## config.mk

```make
export PLATFORM = sky130hd
export DESIGN_NAME = pe_conv_window_gen
export DESIGN_NICKNAME = d
export VERILOG_FILES = /design/src/rtl/pe_conv_window_gen.sv
export SDC_FILE = /design/constraint.sdc
export NUM_CORES = 1
export LEC_CHECK = 0
export BUFFER_PORTS_ARGS = -buffer_cell sky130_fd_sc_hd__buf_4
export CAP_MARGIN = 30
export CELL_PAD_IN_SITES_DETAIL_PLACEMENT = 0
export CELL_PAD_IN_SITES_GLOBAL_PLACEMENT = 1
export CORE_ASPECT_RATIO = 0.9
export CORE_UTILIZATION = 56
export CTS_CLUSTER_DIAMETER = 60
export DETAILED_ROUTE_END_ITERATION = 10
export PLACE_DENSITY = 0.9
export SLEW_MARGIN = 20
export SYNTH_ARGS = -nofsm -noshare
export SYNTH_HDL_FRONTEND = slang
export SYNTH_SLANG_ARGS = --single-unit
```

## constraint.sdc

```tcl
create_clock -name clk -period 14 [get_ports clk]
set_input_delay 2.1 -clock clk [delete_from_list [all_inputs] [get_ports clk]]
set_output_delay 2.1 -clock clk [all_outputs]
set_load 0.02 [all_outputs]
```

## src/rtl/pe_conv_window_gen.sv

```systemverilog
// pe_conv_window_gen
//
// Streaming sliding-window generator that feeds the conv MAC input buffer.
// It accepts one raster-order pixel per enabled cycle and keeps K-1 line
// buffers plus a KxK shift window. Whenever a complete, stride-aligned window
// is present, it emits the whole receptive field one cycle after the accepting
// cycle.
//
// Ports:
//   clk       clock
//   rst       synchronous active-high reset
//   en        data_in carries a valid pixel this cycle
//   data_in   one pixel, all channels packed, channel 0 in the LSBs
//   data_out  packed KxK window; element idx = r*K + c, and idx 0 sits in the MSBs
//   valid     single-cycle pulse marking a new window on data_out
//   last      (only with PE_CONV_WINDOW_LAST_EN) set together with valid for the
//             final window of each frame
//
// Optional feature macro: PE_CONV_WINDOW_LAST_EN adds the 'last' output.
module pe_conv_window_gen #(
  parameter int unsigned pDATA_WIDTH    = 8,
  parameter int unsigned pKERNEL_SIZE   = 3,
  parameter int unsigned pINPUT_CHANNEL = 1,
  parameter int unsigned pINPUT_WIDTH   = 28,
  parameter int unsigned pINPUT_HEIGHT  = 28,
  parameter int unsigned pSTRIDE        = 1
) (
  input  logic                                                          clk,
  input  logic                                                          rst,
  input  logic                                                          en,
  input  logic [pDATA_WIDTH*pINPUT_CHANNEL-1:0]                         data_in,
  output logic [pDATA_WIDTH*pINPUT_CHANNEL*pKERNEL_SIZE*pKERNEL_SIZE-1:0] data_out,
  output logic                                                          valid
`ifdef PE_CONV_WINDOW_LAST_EN
  ,
  output logic                                                          last
`endif
);

  localparam int unsigned K  = pKERNEL_SIZE;
  localparam int unsigned KK = K * K;
  localparam int unsigned PW = pDATA_WIDTH * pINPUT_CHANNEL;
  localparam int unsigned CW = (pINPUT_WIDTH > 1) ? $clog2(pINPUT_WIDTH) : 1;
  localparam int unsigned RW = (pINPUT_HEIGHT > 1) ? $clog2(pINPUT_HEIGHT) : 1;
  localparam int unsigned SW = (pSTRIDE > 1) ? $clog2(pSTRIDE) : 1;

  // Position counters and stride phases
  logic [CW-1:0] col_q, col_d;
  logic [RW-1:0] row_q, row_d;
  logic [SW-1:0] col_phase_q, col_phase_d;
  logic [SW-1:0] row_phase_q, row_phase_d;

  logic col_wrap, row_wrap;
  logic col_ok, row_ok;
  logic emit;

  // Datapath storage. It has no reset because the row/col gates keep stale
  // contents from ever reaching data_out.
  logic [PW-1:0] line_buf_q [0:K-2][0:pINPUT_WIDTH-1];
  logic [PW-1:0] win_q      [0:K-1][0:K-1];
  logic [PW-1:0] win_d      [0:K-1][0:K-1];
  logic [PW-1:0] new_col    [0:K-1];

  logic [KK*PW-1:0] packed_d;
  logic [KK*PW-1:0] data_out_q;
  logic             valid_q;

  assign col_wrap = (col_q == CW'(pINPUT_WIDTH - 1));
  assign row_wrap = (row_q == RW'(pINPUT_HEIGHT - 1));
  assign col_ok   = (col_q >= CW'(K - 1));
  assign row_ok   = (row_q >= RW'(K - 1));

  // A window is aligned when both phases are zero. Each phase holds
  // (pos-(K-1)) mod pSTRIDE once the position has reached K-1.
  assign emit = en && row_ok && col_ok && (row_phase_q == '0) && (col_phase_q == '0);

  // Build the incoming right column, top (oldest row) to bottom (data_in).
  always_comb begin
    for (int r = 0; r < K - 1; r++) begin
      new_col[r] = line_buf_q[K-2-r][col_q];
    end
    new_col[K-1] = data_in;
  end

  // Shift the window left by one column and append the new column.
  always_comb begin
    for (int r = 0; r < K; r++) begin
      for (int c = 0; c < K - 1; c++) begin
        win_d[r][c] = win_q[r][c+1];
      end
      win_d[r][K-1] = new_col[r];
    end
  end

  // Pack the window with idx 0 in the MSBs.
  always_comb begin
    packed_d = '0;
    for (int r = 0; r < K; r++) begin
      for (int c = 0; c < K; c++) begin
        packed_d[(KK-(r*K+c))*PW-1 -: PW] = win_d[r][c];
      end
    end
  end

  // Counter and phase next-state.
  always_comb begin
    col_d       = col_q;
    row_d       = row_q;
    col_phase_d = col_phase_q;
    row_phase_d = row_phase_q;

    if (col_wrap) begin
      col_d       = '0;
      col_phase_d = '0;
    end else begin
      col_d = col_q + CW'(1);
      if (col_ok) begin
        col_phase_d = (col_phase_q == SW'(pSTRIDE - 1)) ? '0 : col_phase_q + SW'(1);
      end else begin
        col_phase_d = '0;
      end
    end

    if (col_wrap) begin
      if (row_wrap) begin
        row_d       = '0;
        row_phase_d = '0;
      end else begin
        row_d = row_q + RW'(1);
        if (row_ok) begin
          row_phase_d = (row_phase_q == SW'(pSTRIDE - 1)) ? '0 : row_phase_q + SW'(1);
        end else begin
          row_phase_d = '0;
        end
      end
    end
  end

`ifdef PE_CONV_WINDOW_LAST_EN
  // Bottom-right position of the last stride-aligned window in a frame.
  localparam int unsigned LastCol = (K - 1) + ((pINPUT_WIDTH - K) / pSTRIDE) * pSTRIDE;
  localparam int unsigned LastRow = (K - 1) + ((pINPUT_HEIGHT - K) / pSTRIDE) * pSTRIDE;

  logic last_q, last_d;

  assign last_d = emit && (row_q == RW'(LastRow)) && (col_q == CW'(LastCol));
  assign last   = last_q;
`endif

  // Control state and outputs.
  always_ff @(posedge clk) begin
    if (rst) begin
      col_q       <= '0;
      row_q       <= '0;
      col_phase_q <= '0;
      row_phase_q <= '0;
      valid_q     <= 1'b0;
      data_out_q  <= '0;
`ifdef PE_CONV_WINDOW_LAST_EN
      last_q      <= 1'b0;
`endif
    end else begin
      valid_q <= emit;
`ifdef PE_CONV_WINDOW_LAST_EN
      last_q  <= last_d;
`endif
      if (en) begin
        col_q       <= col_d;
        row_q       <= row_d;
        col_phase_q <= col_phase_d;
        row_phase_q <= row_phase_d;
      end
      if (emit) begin
        data_out_q <= packed_d;
      end
    end
  end

  // Line buffers and window. Each column slot of a line buffer pushes down
  // one row when a new pixel for that column arrives.
  always_ff @(posedge clk) begin
    if (en && !rst) begin
      win_q                <= win_d;
      line_buf_q[0][col_q] <= data_in;
      for (int i = 1; i < K - 1; i++) begin
        line_buf_q[i][col_q] <= line_buf_q[i-1][col_q];
      end
    end
  end

  assign data_out = data_out_q;
  assign valid    = valid_q;

endmodule

```

# Yosys cells after proc, flatten, opt, wreduce, memory -nomap -nowiden
# Memory sizes are Yosys's and may differ from the RTL's.
# Cells that the tools add are included.
[op_classes] addsub=4 n_lt_le_gt_ge=4 n_eq_ne=2 n_mux=18 bitwise_logic=3 reduce_logical=8
[ops] op="$mux 224" n=1
[ops] op="$bmux 8 s5" n=2
[ops] op="$demux 8 s5" n=1
[ops] op="$mux 8" n=5
[ops] op="$add 5x1->5 const B" n=2
[ops] op="$eq 5x5->1 const B" n=2
[ops] op="$ge 5x2->1 const B" n=2
[ops] op="$mux 5" n=2
[ops] op="$mux 1" n=7
[ops] op="$ge 6x6->1 const B" n=1
[ops] op="$logic_and 1x1->1" n=6
[ops] op="$lt 6x1->1 const B" n=1
[ops] op="$not 5->6" n=1
[ops] op="$add 1x1->1 const B" n=2
[ops] op="$not 1->1" n=2
[ops] op="$reduce_and 2->1" n=1
[ops] op="$logic_not 1->1" n=1
[totals] reg_bits=133 ramBits=448 input_bits=11 elab_cells=52 mem_count=1
[mem_list] memory="line_buf_q" depth=2 word_bits=224 rd=2 rd_clocked_by_memory_dff=0 write_ports=2 line_no="59" rtl="logic [PW-1:0] line_buf_q [0:K-2][0:pINPUT_WIDTH-1];"

# Depth between registers and ports, before layout
# Gate-level depths: netlist of the first run.
[depth] word_depth=6 ltp_mapped=11

# Worst setup path before layout of the first run
# No wires, ideal clock.
[synth_timing] path_kind="in2reg" startpoint="in en" endpoint="mem line_buf_q[0][136] in the netlist's numbering (enable)" t_arrival_ns=6.464 t_required_ns=13.591 path_slack_ns=7.127 path_stages=4 n_path_buf=1 path_cell_list="clkbuf_1 > nor2b_1 > nand2_1 > nor3_1"
[synth_lines] item="from (decl)" line_no="30" rtl="input logic en,"
[synth_lines] item="to (decl)" line_no="59"

==> impl_metrics.py, run 1 <==
metrics = {
    "status": {
        "status": "completed",
    },
    "final_layout": {
        "multi_input_area_sq_um": 5074,
        "final_cell_mix": "edfxtp_1 (496), mux2i_1 (200), nand2_1 (158)",
        "seqCellArea_sq_um": 16560,
        "syn_to_final_growth_pct": 13.91,
        "nets": 1503,
        "drive_above_1_share_pct": 15.64,
        "antenna_cells": 0,
        "final_common_cell": "edfxtp_1",
        "fill_cells": 2615,
    },
    "clocking": {
        "clock_sinks": 579,
        "post_cts_buffers": 0,
        "clock_path_buffers": 3,
        "ctsResizeCount": 0,
        "clk_pin_slew_ps": 60,
        "cts_hold_buf": 0,
        "htree_levels": 2,
        "numCtsBuffers": 52,
        "cts-root-buf": "clkbuf_16",
        "cts_tree": "built",
        "clkLatencyLatePin_ps": 590,
    },
    "synth": {
        "synth_edf_count": 496,
        "synth_seq_area_share_pct": 75.32,
        "synth.ff_latch_count": 579,
        "syn_inst": 1381,
        "synth_cell_types": 48,
        "syn_nets": 1398,
        "async_flop_share_pct": 0,
        "netlist_area_sq_um": 21980,
        "syn_avg_cell_area_sq_um": 15.92,
        "yosys_warnings": 0,
        "synth_ff_type": "edfxtp_1",
    },
    "pwr": {
        "p_leak_nw": 8.048,
        "peakVddDrop_uv": 140.7,
        "powerDensity_nw_per_um2": 141.0,
    },
    "global_routing": {
        "grt_max_degree": 116,
        "grt_pass1_wl_um": 73830,
        "grt_pass1_vias": 12090,
        "grt_use_total_pct": 25.08,
        "gr-total-overflow": 0,
        "antenna_found_initial": 0,
    },
    "setup_path": {
        "worstPathCellList": "buf_12, mux2i_1, a22o_1, nor3_1, nor4_1, nand2_1, buf_8",
        "slowest_stage": "nor4_1",
        "critPathTopFamily": "simple AND/OR/NAND/NOR gates",
        "crit_arrival_ps": 4150,
        "cpPeakStageDelay_ps": 700,
        "crit_required_ps": 14320,
        "end_kind": "register",
        "crit_fanout": 115,
        "critical_path_class": "register to register",
        "crit_buf_inv": 2,
        "cp-start-kind": "register",
        "reg2reg_setup_slack_ps": 10170,
    },
    "drt": {
        "drc": 0,
        "drtAntennaViolNets": 0,
        "avgRoutedWirePerCell_um": 24.25,
        "viasPerCell": 6.008,
        "finalWirelength_um": 49780,
        "routed-via-count": 12330,
        "detail_route.first_pass.iterations": 5,
        "drt_iter0_drc": 1454,
    },
    "sta": {
        "worst_slew_margin_rel_pct": 28.93,
        "finalMaxSlewViolations": 0,
        "setup_ws_ps": 10170,
        "holdWs_ps": 447.3,
        "finalCritPeriodShare_pct": 27.38,
        "skew_ps": 25.08,
        "fmax_mhz": 260.9,
        "fin_crit_ps": 3833,
        "hold_viol": 0,
        "setup_tns_ps": 0,
        "finalSetupViolations": 0,
        "tightest_slew_ps": 1062,
        "rsz0062_at_grt": "no",
    },
    "floorplanning": {
        "rows": 68,
        "die_y_um": 190.0,
        "die_x_um": 210.8,
        "io_pins": 84,
        "core-area_sq_um": 38540,
        "dieArea_sq_um": 40050,
        "initial_utilization_pct": 57.03,
    },
    "placed_design": {
        "gp_congestion": 0.8920,
        "pre_cts_ws_ps": 9977,
        "io_buffers": 83,
        "hpwl_um": 29440,
    },
    "worst_hold_path": {
        "hold_path_class": "register to register",
    },
    "job": {
        "maxCapViolations": 0,
    },
}
## flip-flops by register name (all words and copies together) (netlist names)
register,flops
col_q,5
data_out,72
line_buf_q,448
packed_d,48
row_q,5
valid,1
## cells in the mapped netlist (4+ instances only)
cell type	instances	area share (%)
mux4_2	11	1.1
ha_1	6	0.34
a22oi_1	26	0.89
a22o_1	14	0.56
clkbuf_1	34	0.58
edfxtp_1	496	68
mux2_2	5	0.26
buf_6	4	0.20
nor4_1	6	0.17
buf_2	30	0.68
nor2b_1	6	0.17
a311oi_1	15	0.60
dfxtp_1	83	7.6
mux2i_1	200	9.1
nor2_1	53	0.91
nand3_1	19	0.43
a31oi_1	11	0.31
nor3_1	22	0.50
o22ai_1	36	1.0
nand2b_1	4	0.11
buf_4	14	0.48
nand2_1	158	2.7
a211o_1	9	0.36
a21oi_1	82	1.9
## routing by layer
| metal | vias to the layer above | wire, um | share of wire [%] | track usage [%] |
|---|---|---|---|---|
| met1 | 6200 | 21110 | 42 | 36.20 |
| met5 | - | 0 | 0 | 0 |
| met4 | 0 | 1084 | 2.2 | 6.605 |
| li1 | 5511 | - | - | - |
| met3 | 77 | 4129 | 8.3 | 5.035 |
| met2 | 546 | 23450 | 47 | 39.35 |
## worst reg2reg max path, stage by stage, from the launching register on
cell     delay [ps]
dfxtp_4         660
buf_12          600
mux2i_1         400
a22o_1          170
nor3_1          100
nor4_1          710
nand2_1         590
buf_8           330
## cells by family (layout without fill, tap and decap cells)
group	Yosys count	after routing	share of synthesized area, %
AOI/OAI and AO/OA	203	203	5.994
xor gates and xnor gates	2	2	0.07970
adders and majority gates	6	6	0.3415
buffers and inverters	86	233	2.015
DFF	579	579	75.32
muxes	216	216	10.49
and+or+nand+nor	289	289	5.761
## per-stage QoR
stage / util, % / instance area [sq um] / std cells / power (mW)
finish: 64.97 / 25040 / 2053 / 3.532
global route: 64.97 / 25040 / 2053 / 3.618
CTS: 64.83 / 24990 / 2050 / 3.536
detailed placement: 60.51 / 23320 / 1954 / 2.167
global placement: 60.34 / 23260 / 1950 / 2.156
floorplan: - / 21980 / 1381 / 2.079
## final timing paths
path                                from                      endpoint  cells past startpoint
setup / recovery   col_q[1]$_SDFFE_PP0P_  line_buf_q[0][300]$_DFFE_PP_                      7
hold / removal    packed_d[60]$_DFFE_PP_        packed_d[68]$_DFFE_PP_                      0
setup reg to reg   col_q[1]$_SDFFE_PP0P_  line_buf_q[0][300]$_DFFE_PP_                      7
hold reg to reg   packed_d[60]$_DFFE_PP_        packed_d[68]$_DFFE_PP_                      0
## power by group
group	total, mW	switching, mW	internal [mW]	leakage, nW
sequential	1.92	0.00802	1.91	5.16
combinational	0.220	0.151	0.0682	2.08
clock	1.39	0.603	0.791	0.807
total	3.53	0.763	2.77	8.05
## area by class of cell
| type | instances | area share, % |
|---|---|---|
| clock buffer | 72 | 5.577 |
| clock inverter | 24 | 1.059 |
| inverter | 4 | 0.05996 |
| multi-input combinational | 716 | 20.26 |
| sequential | 579 | 66.14 |
| tap | 525 | 2.623 |
| timing repair buffer | 133 | 4.282 |
Power figures use the tool's default switching activity.
==> run 2: changes to the inputs <==
CORE_UTILIZATION = 52   (was 56)
PLACE_DENSITY = 0.84   (was 0.9)
clock period = 3.7 ns   (was 14 ns; I/O delays follow)
==> impl_metrics.py, run 2 (synthesis gave the netlist of run 1 again) <==
metrics = {
    "setup_path": {
        "rr_worst_depth": 7,
        "worstPathCellList": "buf_4, and2_1, buf_4, a22oi_1, a31oi_1, o21ai_2, buf_6",
        "reg2reg_to": "line_buf_q[0][439]$_DFFE_PP_",
        "critical_path_class": "register to register",
        "crit_fanout": 23,
        "end_kind": "register",
        "crit_required_ps": 4000,
        "cp-start-kind": "register",
        "cpMostUsedCell": "buf_4",
        "cpPeakStageDelay_ps": 560,
        "slowest_stage": "dfxtp_1",
        "reg2reg_from": "col_q[2]$_SDFFE_PP0P_",
        "crit_arrival_ps": 3350,
        "reg2reg_setup_slack_ps": 650,
    },
    "drt": {
        "drtAntennaViolNets": 0,
        "drc": 0,
        "routed-via-count": 12510,
        "detail_route.first_pass.iterations": 6,
        "avgRoutedWirePerCell_um": 24.45,
        "finalWirelength_um": 51600,
        "viasPerCell": 5.929,
        "drt_iter0_drc": 1160,
    },
    "floorplanning": {
        "rows": 71,
        "core-area_sq_um": 41750,
        "die_y_um": 197.1,
        "io_pins": 84,
        "die_x_um": 218.7,
        "initial_utilization_pct": 52.65,
        "dieArea_sq_um": 43100,
    },
    "final_layout": {
        "largest_register_ffs": 448,
        "final_cells": 2110,
        "drive_above_1_share_pct": 18.04,
        "syn_to_final_growth_pct": 15.19,
        "antenna_cells": 0,
        "final_cell_mix": "edfxtp_1 (496), mux2i_1 (200), buf_4 (161)",
        "final_common_cell": "edfxtp_1",
        "top_register": "line_buf_q",
        "nets": 1537,
    },
    "clocking": {
        "clock_path_buffers": 3,
        "clkLatencyLatePin_ps": 590,
        "cts_tree": "built",
        "cts-root-buf": "clkbuf_16",
        "cts_hold_buf": 0,
        "numCtsBuffers": 53,
        "clock_sinks": 579,
        "post_cts_buffers": 0,
        "clk_pin_slew_ps": 60,
        "ctsResizeCount": 0,
        "htree_levels": 2,
    },
    "pwr": {
        "peakVddDrop_uv": 422.2,
        "p_leak_nw": 8.241,
        "powerDensity_nw_per_um2": 530.6,
    },
    "job": {
        "maxCapViolations": 0,
    },
    "sta": {
        "fmax_mhz": 328.4,
        "worst_slew_margin_rel_pct": 44.66,
        "rsz0062_at_grt": "no",
        "finalSetupViolations": 0,
        "setup_tns_ps": 0,
        "hold_viol": 0,
        "finalCritPeriodShare_pct": 82.31,
        "finalMaxSlewViolations": 0,
        "tightest_slew_ps": 827.0,
        "skew_ps": 24.58,
        "fin_crit_ps": 3045,
    },
    "placed_design": {
        "gp_congestion": 0.8581,
        "io_buffers": 83,
        "placedCellCount": 2011,
        "hpwl_um": 31800,
    },
    "global_routing": {
        "grt_use_total_pct": 24.09,
        "grt_pass1_vias": 12070,
        "grt_max_degree": 89,
        "grt_pass1_wl_um": 75730,
        "gr-total-overflow": 0,
        "antenna_found_initial": 1,
    },
    "worst_hold_path": {
        "min_to": "col_q[2]$_SDFFE_PP0P_",
        "worstHoldStart": "rst",
        "hold_path_class": "input pin to register",
        "hold_path_depth": 2,
    },
    "status": {
        "status": "completed",
    },
}
-- run 2: layer usage --
metal | up-vias | wire length, um | track usage (%)
li1 | 5590 | - | -
met1 | 6254 | 21710 | 34.52
met2 | 566 | 23880 | 37.47
met3 | 100 | 4420 | 3.972
met4 | 0 | 1594 | 8.591
met5 | - | 0 | 0
-- run 2: worst max-delay path: cells and delay by family (launching register included) --
family,cells,cell delay [ps]
buffers and inverters,3,880
AOI/OAI and AO/OA,3,760
DFF,1,560
and+or+nand+nor,1,540
-- run 2: cell type report --
| cell class | instances | area, sq um |
|---|---|---|
| Fill cell | 3084 | 16430 |
| Multi-Input combinational cell | 716 | 5051 |
| Clock inverter | 26 | 242.7 |
| Tap cell | 547 | 684.4 |
| Timing Repair Buffer | 166 | 1286 |
| Inverter | 4 | 15.01 |
| Clock buffer | 72 | 1480 |
| Sequential cell | 579 | 16560 |
-- run 2: worst max path at each step --
stage	start	to	slack, ps	cells past startpoint
2_1_floorplan	en	line_buf_q[0][136]$_DFFE_PP_	90	4
3_3_place_gp	col_q[1]$_SDFFE_PP0P_	line_buf_q[0][319]$_DFFE_PP_	660	6
3_5_place_dp	col_q[1]$_SDFFE_PP0P_	line_buf_q[0][392]$_DFFE_PP_	590	6
5_1_grt	col_q[1]$_SDFFE_PP0P_	line_buf_q[0][422]$_DFFE_PP_	480	7
4_1_cts	col_q[1]$_SDFFE_PP0P_	line_buf_q[0][256]$_DFFE_PP_	580	6
6_report	col_q[2]$_SDFFE_PP0P_	line_buf_q[0][439]$_DFFE_PP_	650	7
-- run 2: where the power goes --
part / switching (mW) / leakage [nW] / internal [mW] / total, mW
clock network: 2.29 / 0.848 / 3.09 / 5.38
logic: 0.510 / 2.23 / 0.271 / 0.781
registers: 0.0503 / 5.16 / 7.23 / 7.28
-- run 2: through the flow --
step / hold slack (ps) / power (mW) / util, % / setup WS, ps / cell area [sq um]
floorplan: 426.2 / 7.866 / - / 90.39 / 21990
global route: 337.2 / 13.80 / 60.64 / 482.5 / 25320
global placement: 429.6 / 8.154 / 56.42 / 656.2 / 23560
finish: 348.4 / 13.43 / 60.64 / 654.6 / 25320
detailed placement: 435.2 / 8.185 / 56.49 / 591.2 / 23590
CTS: 322.0 / 13.49 / 60.61 / 577.3 / 25310
